==> src/rtl/uvme_cvmcu_probe_evt_tx.sv <==
// ---------------------------------------------------------------------------
// uvme_cvmcu_probe_evt_tx
//
// DUT-side producer for the CORE-V MCU probe channel. Each cycle the event
// vector is sampled. A non-zero vector, seen while enabled, is stamped with a
// free-running timestamp. The resulting record is buffered in a small FIFO and
// offered to the env probe monitor over a valid/ready stream.
//
// Records that arrive while the FIFO is full are dropped and counted. The next
// record that is written successfully carries a "lost" flag. A flush that
// throws away buffered records also raises that flag.
//
// Ports
//   clk        sole clock, all logic on posedge
//   reset      synchronous, active-high reset
//   enable     1 = timestamp counts and events are captured
//   flush      one-cycle pulse that discards the FIFO contents
//   evt_i      event pulse vector, sampled every cycle
//   rec_valid  record available on rec_data
//   rec_ready  consumer accepts the presented record
//   rec_data   {lost, ts, events}
//   level      FIFO occupancy in records
//   ovf_cnt    dropped-record count, saturating at 16'hFFFF
// ---------------------------------------------------------------------------
module uvme_cvmcu_probe_evt_tx #(
  parameter int EVENT_W = 8,
  parameter int TS_W    = 16,
  parameter int DEPTH   = 8
) (
  input  logic                      clk,
  input  logic                      reset,
  input  logic                      enable,
  input  logic                      flush,
  input  logic [EVENT_W-1:0]        evt_i,
  output logic                      rec_valid,
  input  logic                      rec_ready,
  output logic [TS_W+EVENT_W:0]     rec_data,
  output logic [$clog2(DEPTH):0]    level,
  output logic [15:0]               ovf_cnt
);

  localparam int AW    = $clog2(DEPTH);
  localparam int REC_W = 1 + TS_W + EVENT_W;

  logic [TS_W-1:0]  ts_q;
  logic [AW:0]      wr_ptr_q, wr_ptr_d;
  logic [AW:0]      rd_ptr_q, rd_ptr_d;
  logic             lost_pend_q, lost_pend_d;
  logic [15:0]      ovf_cnt_q, ovf_cnt_d;
  logic [REC_W-1:0] mem_q [DEPTH];

  logic [AW:0]      level_w;
  logic             full_w;
  logic             push_req;
  logic             pop;
  logic             do_write;
  logic             do_drop;

  // The pointers carry one extra MSB, so their difference gives occupancy
  // from 0 up to DEPTH with no separate full flag.
  assign level_w  = wr_ptr_q - rd_ptr_q;
  assign full_w   = (level_w == (AW+1)'(DEPTH));

  // A capture that coincides with a flush is thrown away along with the FIFO.
  assign push_req = enable && (|evt_i) && !flush;
  assign pop      = rec_valid && rec_ready;

  // When the FIFO is full, a pop in the same cycle frees a slot, so the push
  // can still be accepted.
  assign do_write = push_req && (!full_w || pop);
  assign do_drop  = push_req && full_w && !pop;

  // The timestamp counts only while enabled and wraps without notice.
  always_ff @(posedge clk) begin
    if (reset) begin
      ts_q <= '0;
    end else if (enable) begin
      ts_q <= ts_q + TS_W'(1);
    end
  end

  // Next-state logic for the FIFO control, the lost flag and the overflow
  // counter. Flush takes priority over everything else. A flush that discards
  // records raises the lost flag but leaves the drop counter alone.
  always_comb begin
    wr_ptr_d    = wr_ptr_q;
    rd_ptr_d    = rd_ptr_q;
    lost_pend_d = lost_pend_q;
    ovf_cnt_d   = ovf_cnt_q;
    if (flush) begin
      rd_ptr_d    = wr_ptr_q;
      lost_pend_d = lost_pend_q | (level_w != '0);
    end else begin
      if (pop) begin
        rd_ptr_d = rd_ptr_q + (AW+1)'(1);
      end
      if (do_write) begin
        wr_ptr_d    = wr_ptr_q + (AW+1)'(1);
        lost_pend_d = 1'b0;
      end
      if (do_drop) begin
        lost_pend_d = 1'b1;
        if (ovf_cnt_q != 16'hFFFF) begin
          ovf_cnt_d = ovf_cnt_q + 16'd1;
        end
      end
    end
  end

  always_ff @(posedge clk) begin
    if (reset) begin
      wr_ptr_q    <= '0;
      rd_ptr_q    <= '0;
      lost_pend_q <= 1'b0;
      ovf_cnt_q   <= '0;
    end else begin
      wr_ptr_q    <= wr_ptr_d;
      rd_ptr_q    <= rd_ptr_d;
      lost_pend_q <= lost_pend_d;
      ovf_cnt_q   <= ovf_cnt_d;
    end
  end

  // The storage array is not reset. Stale entries can never be seen, because
  // the output is masked whenever the FIFO is empty.
  always_ff @(posedge clk) begin
    if (!reset && do_write) begin
      mem_q[wr_ptr_q[AW-1:0]] <= {lost_pend_q, ts_q, evt_i};
    end
  end

  // First-word fall-through: the head entry is driven straight from storage.
  assign rec_valid = (level_w != '0);
  assign rec_data  = rec_valid ? mem_q[rd_ptr_q[AW-1:0]] : '0;
  assign level     = level_w;
  assign ovf_cnt   = ovf_cnt_q;

endmodule
==> config.mk <==
export PLATFORM = sky130hd
export DESIGN_NAME = uvme_cvmcu_probe_evt_tx
export DESIGN_NICKNAME = d
export VERILOG_FILES = /design/src/rtl/uvme_cvmcu_probe_evt_tx.sv
export SDC_FILE = /design/constraint.sdc
export NUM_CORES = 1
export LEC_CHECK = 0
export ABC_AREA = 1
export CORE_ASPECT_RATIO = 0.75
export CORE_MARGIN = 2
export CORE_UTILIZATION = 60
export CTS_CLUSTER_SIZE = 28
export DETAILED_ROUTE_END_ITERATION = 8
export MAX_ROUTING_LAYER = met4
export PLACE_DENSITY = 0.89
export SETUP_SLACK_MARGIN = 0.1
export SYNTH_ARGS = -nofsm -noshare
export SYNTH_HDL_FRONTEND = slang
export SYNTH_SLANG_ARGS = --single-unit
==> constraint.sdc <==
create_clock -name clk -period 4.17 [get_ports clk]
set_clock_uncertainty 0.1 [all_clocks]
set_input_delay 0.6255 -clock clk [delete_from_list [all_inputs] [get_ports clk]]
set_output_delay 0.6255 -clock clk [all_outputs]
set_load 0.05 [all_outputs]
## Word-level counts from Yosys, hierarchy flattened

Memories as Yosys holds them, arrays and structs flattened. A register that Yosys moved wholly into a read port is not among the register bits.
Cells that the tools add are included.

| cells by class | value |
|---|---|
| multiplexer cells | 10 |
| bitwise gates (word level) | 2 |
| equal/unequal tests | 2 |
| reductions and logical operators | 18 |
| add/subtract/negate cells | 5 |

Operators by type and width:

| operator | count |
|---|---|
| $add A16 B1 Y16 const B | 2 |
| $mux W25 | 1 |
| $ne A16 B16 Y1 const B | 1 |
| $add A4 B1 Y4 const B | 2 |
| $mux W4 | 2 |
| $reduce_or A8 Y1 | 1 |
| $logic_and A1 B1 Y1 | 7 |
| $mux W3 | 2 |
| $mux W1 | 5 |
| $eq A4 B4 Y1 const B | 1 |
| $logic_not A1 Y1 | 4 |
| $reduce_bool A4 Y1 | 1 |
| $sub A4 B4 Y4 | 1 |
| $reduce_and A3 Y1 | 1 |
| $reduce_bool A3 Y1 | 1 |
| $reduce_and A2 Y1 | 1 |
| $reduce_bool A2 Y1 | 1 |
| $logic_or A1 B1 Y1 | 1 |
| $not A1 Y1 | 1 |
| $or A1 B1 Y1 | 1 |

| word-level totals | value |
|---|---|
| word-level logic and storage cells | 43 |
| memories kept | 1 |
| output and inout bits | 46 |
| register bits | 41 |
| RAM bits | 200 |
| bits of input ports | 13 |

Memory list:

| memory | depth | width | read ports | clocked after Yosys merged registers in | write ports | RTL line | source |
|---|---|---|---|---|---|---|---|
| mem_q | 8 | 25 | 1 | 1 | 1 | 50 | `logic [REC_W-1:0] mem_q [DEPTH];` |

## Logic depth before layout (Yosys ltp)

| depth | value |
|---|---|
| depth in word-level cells | 8 |
| depth in mapped cells | 14 |
| mapped depth without buffers | 14 |

## Least setup slack after synthesis

Ideal clock, no wire load.

| timing | value |
|---|---|
| path type | register -> register |
| start point | register wr_ptr_q[0] |
| end point | memory mem_q[1][0] in the netlist's numbering, enable pin |
| period minus slack after synthesis | 3.693 ns |
| arrival time | 3.186 ns |
| cell stages (with the launch flop) | 13 |
| setup time | 0.407 ns |
| setup slack | 0.477 ns |
| required time | 3.663 ns |
| buffers on the path | 0 |
| cell sequence | dfxtp_1 inv_1 ha_1 inv_1 fa_1 nor2_1 nand3_1 nor2_4 nand2_4 nand2_2 inv_2 nand3_1 nor2_1 |

| on the way | value |
|---|---|
| cells in the longest elaborated chain, start to end | 8 |
| elaborated cells between the ends (all ways) | 10 |
| classes of those cells | add/sub: 1; eq/ne: 1; mux: 2; reduce/logical: 6 |

RTL lines:

| item | RTL line | source |
|---|---|---|
| start: declaration | 46 | `logic [AW:0] wr_ptr_q, wr_ptr_d;` |
| start signal: assignment | 117 | `wr_ptr_q <= wr_ptr_d;` |
| $sub A4 B4 Y4 (*) | 61 | `assign level_w = wr_ptr_q - rd_ptr_q;` |
| named net level[1] | 38 | `output logic [$clog2(DEPTH):0] level,` |
| $eq A4 B4 Y1 / $reduce_bool A4 Y1 (equally long branches) | 62, 133 |  |
| $logic_not A1 Y1 / $logic_and A1 B1 Y1 (equally long branches) | 70, 66 |  |
| $logic_or A1 B1 Y1 (*) | 70 | `assign do_write = push_req && (!full_w \|\| pop);` |
| $logic_and A1 B1 Y1 (*) | 70 |  |
| $logic_and A1 B1 Y1 (*) | 127 | `if (!reset && do_write) begin` |
| $mux W1 (*) | 127 |  |
| $mux W1 (implied by the code) (*) | 128 | `mem_q[wr_ptr_q[AW-1:0]] <= {lost_pend_q, ts_q, evt_i};` |
| end: declaration | 50 |  |

The timed path passes the listed nets; every way through them passes the cells marked *.

## Worst setup path in the final report

| timing | value |
|---|---|
| start point | register wr_ptr_q[0] |
| end point | output rec_data[2] |

| on the way | value |
|---|---|
| cells in the longest elaborated chain, start to end | 3 |

RTL lines:

| item | RTL line | source |
|---|---|---|
| $sub A4 B4 Y4 | 61 |  |
| $reduce_bool A4 Y1 | 133 | `assign rec_valid = (level_w != '0);` |
| $mux W25 | 134 | `assign rec_data = rec_valid ? mem_q[rd_ptr_q[AW-1:0]] : '0;` |
| end: declaration | 37 | `output logic [TS_W+EVENT_W:0] rec_data,` |

No other way between the ends.

==> results <==
- Counting instances in the post-synthesis netlist gives the leading cell types as sky130_fd_sc_hd__nand2_1, sky130_fd_sc_hd__edfxtp_1, sky130_fd_sc_hd__nor2_1, sky130_fd_sc_hd__a21oi_1, sky130_fd_sc_hd__dfxtp_1.
- In this run the number of H-tree levels came out at 1.
- Setup violations remaining at the end of the flow were counted as 0.
- For the worst flop-to-flop path, the logic depth is 13.
- The total congestion overflow after global routing is 0.
- The critical path is of the register to output pin type.
- The final worst setup slack is approximately 450 ps.
- The initial utilization of the core area, before any placement, comes to roughly three fifths.
- Of all cell types, the one taking the most synthesized area is sky130_fd_sc_hd__edfxtp_1.
- The number of failing hold endpoints at the final stage is 0.
- Sequential elements use 66.02% of the synthesized area.
- In this run the post-CTS setup repair buffer count came out at 0.
- The hold-critical path depth is 2.
- Global routing consumed, over all layers together, 24.90% of the routing resources.
- The clock input transition at the sequential cells of the worst setup and hold paths is around 60 ps.
- The remaining max-slew budget at the tightest pin is roughly half.
- The destination of the worst hold path is ovf_cnt[15].
- The critical path startpoint category is a register.
- The worst hold path begins at ovf_cnt[15].
- The total number of vias is between 7000 and 8000.
- The number of clock sinks is approximately 240.
- The share of final-layout standard cells stronger than drive strength 1 is 13.44%.
- The post-route setup TNS is 0 ps.
- Summing every instance area after synthesis gives 10430 µm².
- The floorplan step defined a die boundary enclosing 18470 µm².
- The routed via count divided by cell count is 5.918.
- The endpoint of the most critical register-to-register path is mem_q[1][18].
- The dominant cell by count in the synthesized netlist is sky130_fd_sc_hd__nand2_1.
- After the last flow step, the layout net total stands at ~1000.
- In this run, synthesis inferred 200 flip-flops with an integrated enable.
- The initial antenna violation count was 0.
- Max-cap violations in this run came to 0.
- The finished layout holds between 1000 and 1500 standard cells, fillers aside.
- Each instance of the synthesized netlist takes up on average approximately 11 µm².
- The clock insertion delay at the later pin of the skew report is roughly 520 ps.
- Summing all placed instances gives a cell area of between 10000 and 15000 µm².
- The detailed placement HPWL is 12.50 mm.
- Relative to the synthesized area, the layout overhead comes to 16.32%.
- The leading register cell type out of synthesis is sky130_fd_sc_hd__edfxtp_1.
- The number of synthesized register bits is 244.
- The timing-limited maximum frequency is about 270 MHz.
- The reg2reg setup slack is around 1200 ps.
- The run finished with clean final reports.
- The detail-routed net length per standard cell is 18.00 µm.
- The total inserted antenna cells is 0.
- TritonCTS built the clock tree.
- After routing the design area is around 12000 µm².
- The post-cts gate resize count is 0.
- The worst register-to-register path begins at rd_ptr_q[0].
- For this run, design rule violations remaining after detail routing come to 0.
- The maximum number of buffers from clock root to sink is 3.
- The tree is rooted in a sky130_fd_sc_hd__clkbuf_16.
- The post-placement setup slack is roughly 940 ps.
- The number of max-slew violations in the final report came to 0.
- For the worst setup path, the data arrival time is around 3000 ps.
- The clock buffer count from CTS is 23.
- For this block, the routed nets add up to 22.21 mm of wire.
- The top-level I/O count is about 60.
- Synthesis produced a netlist whose cell count is approximately 950.
- The initialized floorplan defines slightly above 40 standard-cell rows.
- Setup repair after global routing left no endpoint under its margin.
- The via count of the first global-routing pass was ~7000.
- The total of fill cells in the finished design is roughly 1000.
- The type of destination of the critical path is an output pin.
- The global-route wire length before repair is ~35 mm.
- Dividing total power by cell area gives a power density of just under 500 nW/µm².
- The fraction of registers with async set or reset after synthesis is 0%.
- In this run the remaining antenna-violating nets after routing total 0.
- For this design the static power due to leakage is 4.355 nW.
- The number of placed instances with taps included is 1192.
- The path class of the tightest hold or removal check is register to register.
- In the post-synthesis netlist, the biggest area contributors are sky130_fd_sc_hd__edfxtp_1, sky130_fd_sc_hd__nand2_1, sky130_fd_sc_hd__dfxtp_1, sky130_fd_sc_hd__a21oi_1, sky130_fd_sc_hd__nor2_1.
- After the first detailed-routing iteration, the DRC count stood at 886.
- Along the worst path, the maximum fanout reaches 25.
- The width of the chip is about 160 µm.
- Counting I/O delays and the setup requirement, the final critical path takes 3725 ps.
- The number of nets in the synthesized netlist is roughly 970.
- The maximum number of pins on one net before global-route repair is slightly above 100.
- Before antenna repair, the detailed router went through 5 iterations.
- The port buffer count is 58.
- In this run, distinct cell masters in the synthesized netlist total 34.
- The height of the die is about 120 µm.
- At the worst endpoint, the required time is between 3000 and 4000 ps.
- The placeable core region is about 17000 µm².
- The area share of the largest cell type after synthesis is 57.57%.
- The last weighted congestion value of the routability-driven placer is around 0.85.
- The number of hold buffers added after CTS is 0.
- In the finished design, the share of the clock period the worst path needs comes to about nine tenths.
- The Yosys warning count is 0.
- The transition time of the tightest slew-check pin is about 770 ps.
- The maximum resistive drop on vdd is between 0.3 and 0.4 mV.
[cells by family after synthesis]
group,share of synthesized area [%]
AND/OR/NAND/NOR,17.56
flip-flops,66.02
AO/OA/AOI/OAI,10.59
buffers and inverters,3.622
XOR/XNOR,1.176
adder cells (fa/ha/maj),1.032
[power by group]
| part | internal (W) | switching [W] |
|---|---|---|
| combinational | 0.000429 | 0.000758 |
| clock | 0.00120 | 0.000873 |
| sequential | 0.00265 | 0.0000370 |
| total | 0.00428 | 0.00167 |
[worst max path at each step]
| stage | cells after the start | slack [ps] | from | endpoint |
|---|---|---|---|---|
| after global placement | 11 | 1050 | wr_ptr_q[0] | rec_data[16] |
| after global routing | 11 | 260 | wr_ptr_q[0] | rec_data[20] |
| final | 11 | 450 | wr_ptr_q[0] | rec_data[2] |
| after floorplan | 12 | 480 | wr_ptr_q[0] | mem_q[1][0] |
| after CTS | 11 | 410 | wr_ptr_q[0] | rec_data[2] |
| after detailed placement | 11 | 940 | wr_ptr_q[0] | rec_data[2] |
[sequential cells by signal, summed over array words and instances, names as in the netlist, named ones only]
name and cells:
lost_pend_q 1, ts_q 16, rd_ptr_q 4, ovf_cnt 16, mem_q 200, wr_ptr_q 4
[layer usage]
metal | vias to the layer above | global-route usage, % | share of wire [%]
met5 | - | - | 0
met4 | 0 | 8.429 | 2.1
met3 | 46 | 3.814 | 8.0
met2 | 319 | 39.87 | 49
met1 | 3504 | 32.96 | 41
li1 | 3434 | - | -
[through the flow]
stage | total power, W | hold WS (ps) | utilization (%)
final | 0.005946 | 420.6 | 71.68
after global routing | 0.006146 | 453.9 | 71.68
after CTS | 0.005973 | 423.0 | 71.68
after detailed placement | 0.003920 | 412.5 | 67.25
after global placement | 0.003898 | 396.4 | 67.25
after floorplan | 0.003453 | 390.1 | -
[cell usage in the layout (no fill, tap or decap), types with 6 or more instances in the layout]
| cell type | instances |
|---|---|
| sky130_fd_sc_hd__a21oi_1 | 70 |
| sky130_fd_sc_hd__a21oi_2 | 10 |
| sky130_fd_sc_hd__a32o_1 | 25 |
| sky130_fd_sc_hd__a32oi_1 | 25 |
| sky130_fd_sc_hd__buf_12 | 18 |
| sky130_fd_sc_hd__buf_4 | 24 |
| sky130_fd_sc_hd__clkbuf_16 | 23 |
| sky130_fd_sc_hd__clkdlybuf4s50_1 | 33 |
| sky130_fd_sc_hd__clkinv_1 | 6 |
| sky130_fd_sc_hd__dfxtp_1 | 42 |
| sky130_fd_sc_hd__edfxtp_1 | 200 |
| sky130_fd_sc_hd__ha_1 | 7 |
| sky130_fd_sc_hd__inv_1 | 38 |
| sky130_fd_sc_hd__inv_2 | 7 |
| sky130_fd_sc_hd__nand2_1 | 273 |
| sky130_fd_sc_hd__nand2_2 | 8 |
| sky130_fd_sc_hd__nand3_1 | 23 |
| sky130_fd_sc_hd__nand3_2 | 13 |
| sky130_fd_sc_hd__nor2_1 | 73 |
| sky130_fd_sc_hd__nor2_2 | 12 |
| sky130_fd_sc_hd__o21ai_0 | 38 |
| sky130_fd_sc_hd__xnor2_1 | 7 |
| sky130_fd_sc_hd__xor2_1 | 7 |
[worst max-delay path, cell delays in order (launching register included)]
cell                      delay [ps]
sky130_fd_sc_hd__dfxtp_1         390
sky130_fd_sc_hd__inv_1           100
sky130_fd_sc_hd__ha_1            200
sky130_fd_sc_hd__inv_1            80
sky130_fd_sc_hd__fa_1            420
sky130_fd_sc_hd__nor2_1          110
sky130_fd_sc_hd__nand3_1         130
sky130_fd_sc_hd__inv_1           100
sky130_fd_sc_hd__nand3_2         110
sky130_fd_sc_hd__inv_2           450
sky130_fd_sc_hd__nor2_1          190
sky130_fd_sc_hd__buf_12          190
[layout make-up]
type | count | area [µm²] | share of cell area (%)
sequential | 244 | 6889 | 56.77
multi-input combinational | 613 | 3187 | 26.26
timing repair buffer | 75 | 870.8 | 7.177
clock buffer | 25 | 583.1 | 4.805
tap | 215 | 269.0 | 2.217
inverter | 45 | 168.9 | 1.392
clock inverter | 17 | 166.4 | 1.371
No activity file was read; power rests on OpenSTA's default activity.
